<file path="config.mk">
export PLATFORM = sky130hd
export DESIGN_NAME = srl_shift_responder_flat
export DESIGN_NICKNAME = d
export VERILOG_FILES = /design/src/rtl/srl_shift_responder_if.sv /design/src/rtl/srl_shift_responder.sv /design/src/flat_wrapper.sv
export SDC_FILE = /design/constraint.sdc
export NUM_CORES = 1
export LEC_CHECK = 0
export BUFFER_PORTS_ARGS = -buffer_cell sky130_fd_sc_hd__buf_2
export CORE_MARGIN = 5
export CORE_UTILIZATION = 50
export DETAILED_ROUTE_END_ITERATION = 8
export MAX_ROUTING_LAYER = met4
export PLACE_DENSITY = 0.69
export SLEW_MARGIN = 30
export SYNTH_ARGS = -nofsm -noshare
export SYNTH_HDL_FRONTEND = slang
export SYNTH_SLANG_ARGS = --single-unit
</file>
<file path="constraint.sdc">
create_clock -name clk -period 2.1 [get_ports clk]
set_input_delay 0.315 -clock clk [delete_from_list [all_inputs] [get_ports clk]]
set_output_delay 0.315 -clock clk [all_outputs]
set_load 0.01 [all_outputs]
</file>
<file path="src/rtl/srl_shift_responder_if.sv">
// Handshake/bus bundle for srl_shift_responder.
// master: drives shift/tap/injection controls; slave: the shift register itself.
interface srl_shift_responder_if #(
    parameter int SRL_LENGTH = 32
);
    localparam int AW = $clog2(SRL_LENGTH);

    logic          srl_sh;
    logic [AW-1:0] srl_a;
    logic          srl_d;
    logic          srl_q;
    logic          q_casc;
    logic          inj_req;
    logic          inj_ack;
    logic          tap_valid;
    logic [15:0]   shift_cnt;

    modport master (
        output srl_sh, srl_a, srl_d, inj_req,
        input  srl_q, q_casc, inj_ack, tap_valid, shift_cnt
    );

    modport slave (
        input  srl_sh, srl_a, srl_d, inj_req,
        output srl_q, q_casc, inj_ack, tap_valid, shift_cnt
    );
endinterface

</file>
<file path="src/rtl/srl_shift_responder.sv">
// Addressable shift register (SRL-style) with single-bit error injection,
// fill tracking for tap validity and a saturating shift counter.
// Optional macro SRL_SHIFT_RESPONDER_QREG_EN registers the tap output
// (srl_q gets one cycle of latency); q_casc and tap_valid are unaffected.
module srl_shift_responder #(
    parameter int                    SRL_LENGTH = 32,
    parameter logic [SRL_LENGTH-1:0] INIT       = '0
) (
    input  logic                  clk,
    input  logic                  rst,
    srl_shift_responder_if.slave  bus
);
    localparam int                AW       = $clog2(SRL_LENGTH);
    localparam int                FW       = AW + 1;
    localparam logic [FW-1:0]     FILL_MAX = FW'(SRL_LENGTH);

    logic [SRL_LENGTH-1:0] mem_q, mem_d;
    logic                  inj_pending_q, inj_pending_d;
    logic                  inj_ack_q, inj_ack_d;
    logic [FW-1:0]         fill_cnt_q, fill_cnt_d;
    logic [15:0]           shift_cnt_q, shift_cnt_d;
    logic                  inject;
    logic                  in_bit;

    // Next-state: shift with injected bit, injection bookkeeping, counters.
    always_comb begin
        inject        = inj_pending_q | bus.inj_req;
        in_bit        = bus.srl_d ^ inject;
        mem_d         = mem_q;
        inj_pending_d = inj_pending_q;
        inj_ack_d     = 1'b0;
        fill_cnt_d    = fill_cnt_q;
        shift_cnt_d   = shift_cnt_q;
        if (bus.srl_sh) begin
            mem_d = {mem_q[SRL_LENGTH-2:0], in_bit};
            if (inject) begin
                inj_pending_d = 1'b0;
                inj_ack_d     = 1'b1;
            end
            if (fill_cnt_q != FILL_MAX) fill_cnt_d = fill_cnt_q + 1'b1;
            if (shift_cnt_q != 16'hFFFF) shift_cnt_d = shift_cnt_q + 16'd1;
        end else if (bus.inj_req) begin
            inj_pending_d = 1'b1;
        end
    end

    // State registers; reset wins over shift and injection on the same edge.
    always_ff @(posedge clk) begin
        if (rst) begin
            mem_q         <= INIT;
            inj_pending_q <= 1'b0;
            inj_ack_q     <= 1'b0;
            fill_cnt_q    <= '0;
            shift_cnt_q   <= '0;
        end else begin
            mem_q         <= mem_d;
            inj_pending_q <= inj_pending_d;
            inj_ack_q     <= inj_ack_d;
            fill_cnt_q    <= fill_cnt_d;
            shift_cnt_q   <= shift_cnt_d;
        end
    end

    assign bus.q_casc    = mem_q[SRL_LENGTH-1];
    assign bus.inj_ack   = inj_ack_q;
    assign bus.tap_valid = (fill_cnt_q > {1'b0, bus.srl_a});
    assign bus.shift_cnt = shift_cnt_q;

`ifdef SRL_SHIFT_RESPONDER_QREG_EN
    logic srl_q_q, srl_q_d;

    // Registered tap looks at post-edge contents so shifts and address
    // changes both appear exactly one cycle later.
    always_comb begin
        srl_q_d = mem_d[bus.srl_a];
    end

    // Tap output register, cleared by reset.
    always_ff @(posedge clk) begin
        if (rst) srl_q_q <= 1'b0;
        else     srl_q_q <= srl_q_d;
    end

    assign bus.srl_q = srl_q_q;
`else
    assign bus.srl_q = mem_q[bus.srl_a];
`endif
endmodule

</file>
<file path="src/flat_wrapper.sv">
// flat-port wrapper written by rule: the top's interface ports become plain ports
module srl_shift_responder_flat 
#(
    parameter int                    SRL_LENGTH = 32,
    parameter logic [SRL_LENGTH-1:0] INIT       = '0
)
  (clk, rst, bus_srl_sh, bus_srl_a, bus_srl_d, bus_inj_req, bus_srl_q, bus_q_casc, bus_inj_ack, bus_tap_valid, bus_shift_cnt);
  srl_shift_responder_if #(.SRL_LENGTH(SRL_LENGTH)) bus_i ();
  input  logic clk;
  input  logic rst;
  input wire logic [$bits(bus_i.srl_sh)-1:0] bus_srl_sh;
  input wire logic [$bits(bus_i.srl_a)-1:0] bus_srl_a;
  input wire logic [$bits(bus_i.srl_d)-1:0] bus_srl_d;
  input wire logic [$bits(bus_i.inj_req)-1:0] bus_inj_req;
  output wire logic [$bits(bus_i.srl_q)-1:0] bus_srl_q;
  output wire logic [$bits(bus_i.q_casc)-1:0] bus_q_casc;
  output wire logic [$bits(bus_i.inj_ack)-1:0] bus_inj_ack;
  output wire logic [$bits(bus_i.tap_valid)-1:0] bus_tap_valid;
  output wire logic [$bits(bus_i.shift_cnt)-1:0] bus_shift_cnt;
  assign bus_i.srl_sh = bus_srl_sh;
  assign bus_i.srl_a = bus_srl_a;
  assign bus_i.srl_d = bus_srl_d;
  assign bus_i.inj_req = bus_inj_req;
  assign bus_srl_q = bus_i.srl_q;
  assign bus_q_casc = bus_i.q_casc;
  assign bus_inj_ack = bus_i.inj_ack;
  assign bus_tap_valid = bus_i.tap_valid;
  assign bus_shift_cnt = bus_i.shift_cnt;
  srl_shift_responder #(.SRL_LENGTH(SRL_LENGTH), .INIT(INIT)) u_core (.clk(clk), .rst(rst), .bus(bus_i));
endmodule
</file>
# ---- Yosys cells after proc, flatten, opt, wreduce, memory -nomap -nowiden
# Cells that the tools add are included.
dict set report word_totals {
  register_bits 56
  latchBits 0
  mem_bits_rw 0
  rom_bits 0
  inputBits 10
  word_cells 26
  memories 0
}
dict set report op_classes {
  n_addsub 2
  multipliers 0
  div 0
  order_cmp 2
  n_eq_ne 3
  n_shift 0
  muxes 6
  n_bitwise 3
  n_reduce_logical 5
}
# cell n
set op_table {}
lappend op_table {{$add 16x1->16 const B} 1}
lappend op_table {{$ne 16x16->1 const B} 1}
lappend op_table {{$add 6x1->6 const B} 1}
lappend op_table {{$gt 6x5->1} 1}
lappend op_table {{$lt 5x6->1 const B} 1}
lappend op_table {{$ne 6x6->1 const B} 1}
lappend op_table {{$reduce_and 2->1} 3}
lappend op_table {{$bmux 1 s5} 1}
lappend op_table {{$mux 1} 5}
lappend op_table {{$ne 2x1->1 const B} 1}
lappend op_table {{$reduce_bool 2->1} 1}
lappend op_table {{$reduce_or 2->1} 1}
lappend op_table {{$not 1->1} 1}
lappend op_table {{$or 1x1->1} 1}
lappend op_table {{$xor 1x1->1} 1}

# ---- Logic depth before layout (Yosys ltp)
# Gate-level depths: netlist (run 1).
dict set report logic_depth {
  ltp_word 3
  depth_mapped 7
}

# ---- Least setup slack after synthesis (run 1)
# No wires, ideal clock.
dict set report synth_timing {
  path_kind {input -> output}
  from {input port bus_srl_a[2]}
  to {output port bus_srl_q}
  arrival_time_ns 1.675
  required_time_ns 1.785
  slack_ns 0.110
  cell_stages 6
  n_path_buf 1
  path_cell_list {clkbuf_1 -> mux4_2 -> and2_4 -> a2111oi_2 -> a41oi_1 -> and3_1}
}
dict set report synth_via {
  elab_chain_cells 2
}
# item line_no
set synth_lines {}
lappend synth_lines {{start, declared} flat_wrapper.sv:12} ;# input wire logic [$bits(bus_i.srl_a)-1:0] bus_srl_a;
lappend synth_lines {{$bmux 1 s5} srl_shift_responder.sv:86} ;# assign bus.srl_q = mem_q[bus.srl_a];
lappend synth_lines {{$mux 1 (implied by the code)} srl_shift_responder.sv:86}
lappend synth_lines {{end, declared} flat_wrapper.sv:15} ;# output wire logic [$bits(bus_i.srl_q)-1:0] bus_srl_q;
# Every way passes these cells. The select of a mux whose other input is x is not followed.

# ---- Worst setup path after layout (run 1)
dict set report layout_timing {
  from {register u_core.mem_q[5]}
  to {output port bus_srl_q}
}
dict set report layout_via {
  elab_chain_cells 2
}
# item line_no
set layout_lines {}
lappend layout_lines {{start, declared} srl_shift_responder.sv:17} ;# logic [SRL_LENGTH-1:0] mem_q, mem_d;
lappend layout_lines {{start signal, assigned} srl_shift_responder.sv:56} ;# mem_q <= mem_d;
lappend layout_lines {{$bmux 1 s5} srl_shift_responder.sv:86}
lappend layout_lines {{$mux 1 (implied by the code)} srl_shift_responder.sv:86}
# Every way passes these cells. The select of a mux whose other input is x is not followed.

==> results of run 1 <==
==> what timing repair did <==
action	in CTS	in global routing
endpoints found under the setup margin	1	2
gates resized for setup	8	5
pin swaps	3	2
setup buffers	6	1
==> state kept, by name, summed over array words and instances, names as in the netlist <==
register and cells:
u_core.bus.inj_ack 1, u_core.bus.shift_cnt 16, u_core.fill_cnt_q 6, u_core.inj_pending_q 1, u_core.mem_q 32
==> layer usage <==
layer,vias to the layer above,global-route usage
met5,-,-
met1,919,0.218
li1,1017,-
met2,28,0.233
met4,0,0.0615
met3,9,0.0304
==> worst max-delay path, stage by stage, from the launching register on <==
cell and delay (ns):
dfxtp_2 0.33, mux4_2 0.46, and2_4 0.16, a2111oi_4 0.17
a41oi_1 0.06, and3_1 0.15, buf_2 0.13
==> synthesized netlist by cell type (2+ instances only) <==
cell type | number | area share
dfxtp_1 | 56 | 0.43
nor2_1 | 56 | 0.080
mux2i_1 | 33 | 0.13
nand2_1 | 13 | 0.019
xnor2_1 | 10 | 0.033
nand3_1 | 9 | 0.017
ha_1 | 8 | 0.038
inv_1 | 8 | 0.011
nand4_1 | 8 | 0.019
xor2_1 | 8 | 0.027
mux4_1 | 7 | 0.070
nor3_1 | 6 | 0.011
clkbuf_1 | 5 | 0.0072
a21oi_1 | 4 | 0.0077
and3_1 | 4 | 0.0096
buf_2 | 4 | 0.0077
o21ai_0 | 4 | 0.0077
buf_1 | 3 | 0.0043
nor4_1 | 3 | 0.0072
or3_1 | 2 | 0.0048
==> power by group <==
group          internal (mW)  switching, mW
Sequential              1.07         0.0127
Clock                  0.237          0.344
Combinational         0.0745         0.0886
Total                   1.39          0.445
==> metrics by stage <==
step | power (mW) | setup slack [ns] | cells | hold slack, ns | cell area [um^2]
after floorplan | 1.22 | 0.110 | 269 | 0.474 | 2620
final | 1.83 | 0.0146 | 378 | 0.295 | 3030
after global placement | 1.26 | -0.0225 | 363 | 0.490 | 2860
after CTS | 1.86 | -0.0594 | 377 | 0.294 | 3010
after detailed placement | 1.27 | -0.0457 | 363 | 0.504 | 2860
after global routing | 1.92 | -0.0689 | 378 | 0.350 | 3030
==> layout make-up <==
| cell class | instances | area, um^2 | share of cell area |
|---|---|---|---|
| clock buffers | 5 | 68.8 | 0.0227 |
| clock inverters | 3 | 21.3 | 0.00702 |
| inverters | 8 | 30.0 | 0.00992 |
| multi-input cells | 192 | 1420 | 0.468 |
| flip-flops and latches | 56 | 1130 | 0.374 |
| well taps | 70 | 87.6 | 0.0289 |
| repair buffers | 44 | 270 | 0.0893 |
==> final timing paths <==
kind	startpoint	endpoint	slack, ns	cells past startpoint
setup / recovery	u_core.mem_q[5]	bus_srl_q	0.01	6
hold / removal	bus_inj_req	u_core.inj_pending_q	0.30	3
setup reg to reg	u_core.bus.shift_cnt[0]	u_core.bus.shift_cnt[1]	0.33	6
hold reg to reg	u_core.mem_q[3]	u_core.mem_q[3]	0.51	2
==> cells by family after synthesis <==
group,share of synthesized area
fa+ha+maj,0.0383
flops,0.429
buf+inv,0.0349
simple gates,0.194
mux,0.205
xor+xnor,0.0603
compound gates,0.0387
==> impl_metrics.yaml, run 1 <==
run_status:
  status: "finished, final reports clean"
detailed_routing:
  dr_total_vias: 1973
  vias_per_cell: 5.22
  ant_nets: 0
  wl_met2_um: 2150
  drc: 0
  top_layer: "met4"
  totalWireLength_um: 4880
  drtIter0Drc: 102
  met1_length_um: 2480
  drt-wirelength-per-cell_um: 12.9
  first_pass_iters: 4
  met3WireLength_um: 158
pwr:
  p_leak_nw: 1.32
  irDropWorstVdd_mv: 0.338
  power.density_nw_per_um2: 605
timing:
  max_freq_mhz: 480
  skew_ns: 0.0166
  drv_slew: 0
  fin_crit_sh: 0.993
  rsz0062_at_grt: "yes"
  worst_slew_pin_slew_ns: 0.623
  hold_violations: 0
  setup_tns_ns: 0
  setup-violations-final: 0
  period_minus_slack_ns: 2.09
  relSlewSlack: 0.581
critical_path:
  worstPathArrival_ns: 1.77
  cp-start-kind: "flop"
  critPathRequiredTime_ns: 1.78
  critPathKind: "reg2out"
  crit_fanout: 2
  endpoint_kind: "output pin"
placed_design:
  io_buffers: 29
  hpwl_um: 3460
  gp_congestion: 0.820
yosys:
  synth_edf_count: 0
  syn_area_um2: 2620
  syn_inst: 269
  ys_async_sr_fraction: 0
  synth.avg_cell_area_um2: 9.73
  ys.flop_type: "dfxtp_1"
  yosysWarnings: 0
  ys_ff_latch: 56
  yosysUniqueCellTypes: 38
  ys_seq_area_frac: 0.429
  syn-num-nets: 287
global_route:
  antenna_found_initial: 0
  grt.total_usage: 0.159
  overflow: 0
  grt_pass1_wl_um: 8160
  grt_max_degree: 30
  grt_pass1_vias: 1798
layout:
  areaGrowthSynthToFinish_pct: 15.7
  drive_above_1_share: 0.218
  fin_nets: 325
  nFillCells: 469
  n_antenna_cell: 0
  final_util: 0.593
  final_cell_mix: "56 x nor2_1, 47 x dfxtp_1, 33 x mux2i_1, 29 x buf_2, 14 x buf_4"
  mostFrequentLayoutCell: "nor2_1"
floorplan:
  initial_utilization: 0.512
  pin_count: 30
  die_w_um: 82.3
  die-area_um2: 6780
  die_y_um: 82.3
  fp-row-count: 26
  fp.coreArea_um2: 5110
hold_path:
  worstHoldPathType: "in2reg"
cts:
  clk_latency_ns: 0.31
  cts.sinks: 56
  cts_max_level: 2
  hold_buffers: 0
  cts-root-buf: "clkbuf_8"
  cts_tree: "yes"
  cts_buffer_depth: 2
  numCtsBuffers: 5
  path_clk_slew_ns: 0.10
job:
  cap_violations: 0
Power figures use the tool's default switching activity.
==> run 2: changes to the inputs <==
--- a/config.mk
+++ b/config.mk
@@ -10,8 +10,8 @@
 export CORE_UTILIZATION = 50
 export DETAILED_ROUTE_END_ITERATION = 8
 export MAX_ROUTING_LAYER = met4
-export PLACE_DENSITY = 0.69
-export SLEW_MARGIN = 30
+export PLACE_DENSITY = 0.72
+export SLEW_MARGIN = 15
 export SYNTH_ARGS = -nofsm -noshare
 export SYNTH_HDL_FRONTEND = slang
 export SYNTH_SLANG_ARGS = --single-unit
==> constraint.sdc (replaced) <==
create_clock -name clk -period 1.73 [get_ports clk]
set_input_delay 0.2595 -clock clk [delete_from_list [all_inputs] [get_ports clk]]
set_output_delay 0.2595 -clock clk [all_outputs]
set_load 0.01 [all_outputs]
==> run 2 against run 1 <==
The flow now finishes with violations (setup timing); non-clock buffer count up 17; global-route usage up 1.5 points; combinational power up 48%; sequential share of layout area down 2.4 points; register-to-register slack worse by 0.26 ns; die area unchanged; routed wire length up 12%; critical path depth unchanged; total power up 26%; highest routed layer unchanged.
==> impl_metrics.yaml, run 2 (synthesis results as in run 1) <==
cts:
  hold_buffers: 0
  cts_max_level: 2
  cts.sinks: 56
  numCtsBuffers: 5
  cts-root-buf: "clkbuf_8"
  cts_tree: "yes"
  path_clk_slew_ns: 0.09
  cts_buffer_depth: 2
  clk_latency_ns: 0.31
layout:
  areaGrowthSynthToFinish_pct: 24.1
  mostFrequentLayoutCell: "nor2_1"
  n_antenna_cell: 0
  seqCellArea_um2: 1140
  multi_input_area_um2: 1490
  drive_above_1_share: 0.287
  final_cell_mix: "56 x nor2_1, 46 x dfxtp_1, 32 x mux2i_1, 30 x buf_2, 29 x buf_4"
  fin_nets: 342
  final_util: 0.636
  final_area_um2: 3250
  regMostFlops: "u_core.mem_q"
  largest_reg_flops: 32
  fin_cells: 394
  nFillCells: 456
pwr:
  power.density_nw_per_um2: 712
  p_total_mw: 2.31
  seqPwrFrac: 0.570
  p_clk_frac: 0.326
  p_leak_nw: 1.42
  p_switching_uw: 533
  power_frac_comb: 0.104
  irDropWorstVdd_mv: 0.340
  p_int_mw: 1.78
  netSwitchingFraction: 0.230
critical_path:
  critPathSlowestCell: "mux4_2"
  critPathKind: "reg2out"
  path_delay_family: "multiplexers"
  max_stage_delay_ns: 0.46
  crit_fanout: 2
  endpoint_kind: "output pin"
  path_cells: "mux4_2 -> and2_4 -> a2111oi_4 -> a41oi_2 -> and3_1 -> buf_2"
  critPathRequiredTime_ns: 1.47
  cp_num_buf_inv: 1
  worstPathArrival_ns: 1.80
  cp-start-kind: "flop"
global_route:
  overflow: 0
  antenna_found_initial: 0
  grt_max_degree: 39
  grt.total_usage: 0.174
  grt_pass1_vias: 1959
  grt_pass1_wl_um: 8850
run_status:
  violations: "setup timing"
  status: "finished, violations left"
detailed_routing:
  drt-wirelength-per-cell_um: 13.9
  first_pass_iters: 4
  dr_total_vias: 2100
  drc: 0
  ant_nets: 0
  vias_per_cell: 5.33
  totalWireLength_um: 5480
  drtIter0Drc: 133
timing:
  worst_slew_pin_slew_ns: 0.455
  hold-worst-slack_ns: 0.234
  setup_ws_ns: -0.333
  period_minus_slack_ns: 2.06
  setup_tns_ns: -0.405
  drv_slew: 0
  relSlewSlack: 0.694
  skew_ns: 0.00915
  rsz0062_at_grt: "yes"
  max_freq_mhz: 485
  hold_violations: 0
  setup-violations-final: 2
  fin_crit_sh: 1.19
floorplan:
  die_y_um: 82.3
  die_w_um: 82.3
  fp-row-count: 26
  die-area_um2: 6780
  initial_utilization: 0.512
  fp.coreArea_um2: 5110
  pin_count: 30
placed_design:
  placed_cell_area_um2: 3030
  hpwl_um: 3730
  dp.cells: 382
  gp_congestion: 0.789
  place_ws_ns: -0.202
  io_buffers: 29
hold_path:
  worstHoldPathType: "in2reg"
job:
  cap_violations: 0
-- run 2: path summary, 6_finish.rpt --
kind	from	endpoint	slack (ns)	cells past startpoint
max	u_core.mem_q[5]	bus_srl_q	-0.33	6
min	bus_inj_req	u_core.inj_pending_q	0.23	3
max reg2reg	u_core.bus.shift_cnt[1]	u_core.bus.shift_cnt[7]	0.07	7
min reg2reg	u_core.mem_q[28]	u_core.mem_q[28]	0.53	2
-- run 2: power by group through the flow --
stage	logic (mW)	clock network [mW]	registers, mW
2_1_floorplan	0.135	0	1.35
3_3_place_gp	0.219	0	1.34
3_5_place_dp	0.224	0	1.34
4_1_cts	0.229	0.783	1.32
5_1_grt	0.266	0.840	1.32
6_report	0.241	0.754	1.32
-- run 2: layout make-up --
cell class / instances / area share
well taps: 70 / 0.0270
multi-input cells: 192 / 0.459
flip-flops and latches: 56 / 0.350
clock buffers: 7 / 0.0297
inverters: 8 / 0.00925
repair buffers: 61 / 0.126
-- run 2: repair_timing --
item                                    in CTS  in global routing
pin swaps                                    3                  8
cloned                                       0                  1
endpoints found under the setup margin       2                 15
endpoints found under the hold margin        0                  0
setup buffers                                1                  3
gates resized for setup                      6                 18
-- run 2: metal layers --
metal  share of wire  track usage  wire (um)
met1            0.47        0.218       2570
met3           0.038       0.0456        209
met5               0            -          0
met4           0.020       0.0581        110
met2            0.47        0.273       2590
-- run 2: worst min-delay path, delay by kind of cell --
kind	cells	cell delay, ns
buffers and inverters	1	0.07
and+or+nand+nor	2	0.16
==> run 3: changes to the inputs <==
--- a/config.mk
+++ b/config.mk
@@ -5,12 +5,13 @@
 export SDC_FILE = /design/constraint.sdc
 export NUM_CORES = 1
 export LEC_CHECK = 0
+export ABC_AREA = 1
 export BUFFER_PORTS_ARGS = -buffer_cell sky130_fd_sc_hd__buf_2
 export CORE_MARGIN = 5
 export CORE_UTILIZATION = 50
 export DETAILED_ROUTE_END_ITERATION = 8
 export MAX_ROUTING_LAYER = met4
-export PLACE_DENSITY = 0.72
+export PLACE_DENSITY = 0.71
 export SLEW_MARGIN = 15
 export SYNTH_ARGS = -nofsm -noshare
 export SYNTH_HDL_FRONTEND = slang
==> run 3 against run 2 <==
Largest power group unchanged; worst setup slack better by 0.31 ns; utilization decreased by 3.2 points; routed wire length grew 15%; die area is 5.6% higher; the run still ends with setup timing left.
==> impl_metrics.yaml, run 3 <==
timing:
  setup-violations-final: 1
  relSlewSlack: 0.779
  hold_violations: 0
  skew_ns: 0.00597
  period_minus_slack_ns: 1.75
  fin_crit_sh: 1.01
  drv_slew: 0
  max_freq_mhz: 571
  hold-worst-slack_ns: 0.207
  worst_slew_pin_slew_ns: 0.332
  rsz0062_at_grt: "yes"
  setup_ws_ns: -0.0219
  setup_tns_ns: -0.0219
pwr:
  irDropWorstVdd_mv: 0.359
  p_leak_nw: 1.29
  p_clk_frac: 0.289
  power_frac_comb: 0.120
  power.density_nw_per_um2: 672
  p_int_mw: 1.67
  p_switching_uw: 549
  netSwitchingFraction: 0.247
  seqPwrFrac: 0.591
layout:
  mostFrequentLayoutCell: "nand2_1"
  areaGrowthSynthToFinish_pct: 18.7
  drive_above_1_share: 0.216
  n_antenna_cell: 0
  largest_reg_flops: 32
  fin_nets: 455
  final_cell_mix: "107 x nand2_1, 51 x inv_1, 51 x dfxtp_1, 35 x nand3_1, 31 x o22ai_1"
  regMostFlops: "u_core.mem_q"
placed_design:
  gp_congestion: 0.813
  io_buffers: 29
  hpwl_um: 4320
yosys:
  synthTopCellsByCount: "110 x nand2_1, 56 x dfxtp_1, 52 x inv_1, 35 x nand3_1, 31 x o22ai_1"
  yosysUniqueCellTypes: 26
  synth_area_leaders: "dfxtp_1 40%, nand2_1 15%, inv_1 7.0%"
  ys_async_sr_fraction: 0
  synth_top_area_frac: 0.403
  synth.avg_cell_area_um2: 7.06
  ys_seq_area_frac: 0.403
  ys_ff_latch: 56
  synth_edf_count: 0
  syn-num-nets: 412
  syn_inst: 394
  yosysWarnings: 0
  synth_most_common_cell: "nand2_1"
  ys.flop_type: "dfxtp_1"
  syn_area_um2: 2780
  synth_top_area_cell: "dfxtp_1"
detailed_routing:
  drtIter0Drc: 220
  dr_total_vias: 2603
  totalWireLength_um: 6320
  vias_per_cell: 5.13
  ant_nets: 0
  drc: 0
  first_pass_iters: 4
  drt-wirelength-per-cell_um: 12.5
critical_path:
  cp_num_buf_inv: 1
  crit_fanout: 2
  critPathRequiredTime_ns: 1.47
  max_stage_delay_ns: 0.36
  reg2reg_slack_ns: 0.22
  r2r_cells: 9
  critPathSlowestCell: "dfxtp_4"
  path_delay_family: "flip-flops"
  cp-start-kind: "flop"
  rr_startpoint: "u_core.bus.shift_cnt[0]"
  rr_endpoint: "u_core.bus.shift_cnt[13]"
  critPathKind: "reg2out"
  worstPathArrival_ns: 1.49
  endpoint_kind: "output pin"
  path_cells: "ha_4 -> nand2_4 -> o32a_1 -> buf_2"
hold_path:
  worstHoldPathType: "in2reg"
  holdPathStages: 3
  hold_end: "u_core.bus.inj_ack"
  hp-start: "bus_inj_req"
cts:
  cts_max_level: 2
  cts.sinks: 56
  clk_latency_ns: 0.30
  path_clk_slew_ns: 0.09
  cts_tree: "yes"
  numCtsBuffers: 5
  cts-root-buf: "clkbuf_8"
  cts_buffer_depth: 2
floorplan:
  fp.coreArea_um2: 5470
  pin_count: 30
  die_y_um: 84.6
  fp-row-count: 27
  die-area_um2: 7160
  die_w_um: 84.6
  initial_utilization: 0.508
global_route:
  grt_pass1_wl_um: 10700
  grt_pass1_vias: 2423
  grt.total_usage: 0.184
  grt_max_degree: 34
  antenna_found_initial: 0
  overflow: 0
run_status:
  status: "finished, violations left"
  violations: "setup timing"
job:
  cap_violations: 0
[run 3: cell count changes in the layout (fill, tap and decap cells not counted), moves of 9 or more]
cell     change
nand3_1     +27
o22ai_1     +30
nand2_1     +94
inv_1       +43
buf_4        -9
mux2i_1     -32
a21oi_2     +10
nor2_1      -28
[run 3: final cells by class]
cell class / count / area [um^2]
Sequential cell: 56 / 1130
Tap cell: 72 / 90.1
Clock buffer: 5 / 68.8
Inverter: 53 / 201
Fill cell: 521 / 2170
Timing Repair Buffer: 51 / 335
Multi-Input combinational cell: 270 / 1470
[run 3: cell families after synthesis]
group,synth area share
AND/OR/NAND/NOR,0.296
flip-flops,0.403
adder cells (fa/ha/maj),0.0360
XOR/XNOR,0.0283
AO/OA/AOI/OAI,0.136
buffers and inverters,0.101
[run 3: routing by layer]
metal / vias up / track usage / part of all wire
met1: 1179 / 0.249 / 0.48
met5: - / - / 0
met3: 8 / 0.0353 / 0.043
li1: 1359 / - / -
met2: 57 / 0.283 / 0.46
met4: 0 / 0.0475 / 0.015
[run 3: how the worst max path moves through the flow]
stage / to / startpoint / cells after the start / slack, ns
final: bus_tap_valid / u_core.fill_cnt_q[3] / 4 / -0.02
after detailed placement: bus_tap_valid / bus_srl_a[3] / 7 / 0.18
after floorplan: bus_tap_valid / bus_srl_a[1] / 5 / 0.12
after CTS: bus_tap_valid / u_core.fill_cnt_q[2] / 4 / -0.007
after global routing: bus_tap_valid / u_core.fill_cnt_q[4] / 5 / -0.08
after global placement: bus_tap_valid / bus_srl_a[1] / 6 / 0.19
[run 3: what timing repair did]
item,4_1_cts,5_1_grt
endpoints found under the setup margin,1,1
hold buffers,0,0
resized for setup,15,9
pin swaps,5,4
setup buffers,4,2
[run 3: tightest hold or removal path, cell delays in order]
cell    delay (ns)
buf_2         0.08
nor2_1        0.05
nor2_1        0.09
[run 3: power by group through the flow]
stage | Sequential (mW) | Clock (mW) | Combinational [mW]
CTS | 1.31 | 0.681 | 0.243
global route | 1.31 | 0.731 | 0.297
detailed placement | 1.34 | 0 | 0.226
floorplan | 1.35 | 0 | 0.139
finish | 1.31 | 0.642 | 0.266
global placement | 1.34 | 0 | 0.223
[run 3: through the flow]
stage	instance area (um^2)	power [mW]	std cells	utilization	worst slack [ns]
floorplan	2780	1.49	394	-	0.117
global placement	3080	1.57	496	0.563	0.194
detailed placement	3080	1.57	496	0.563	0.183
CTS	3240	2.24	505	0.593	-0.00701
global route	3300	2.34	507	0.604	-0.0846
finish	3300	2.22	507	0.604	-0.0219
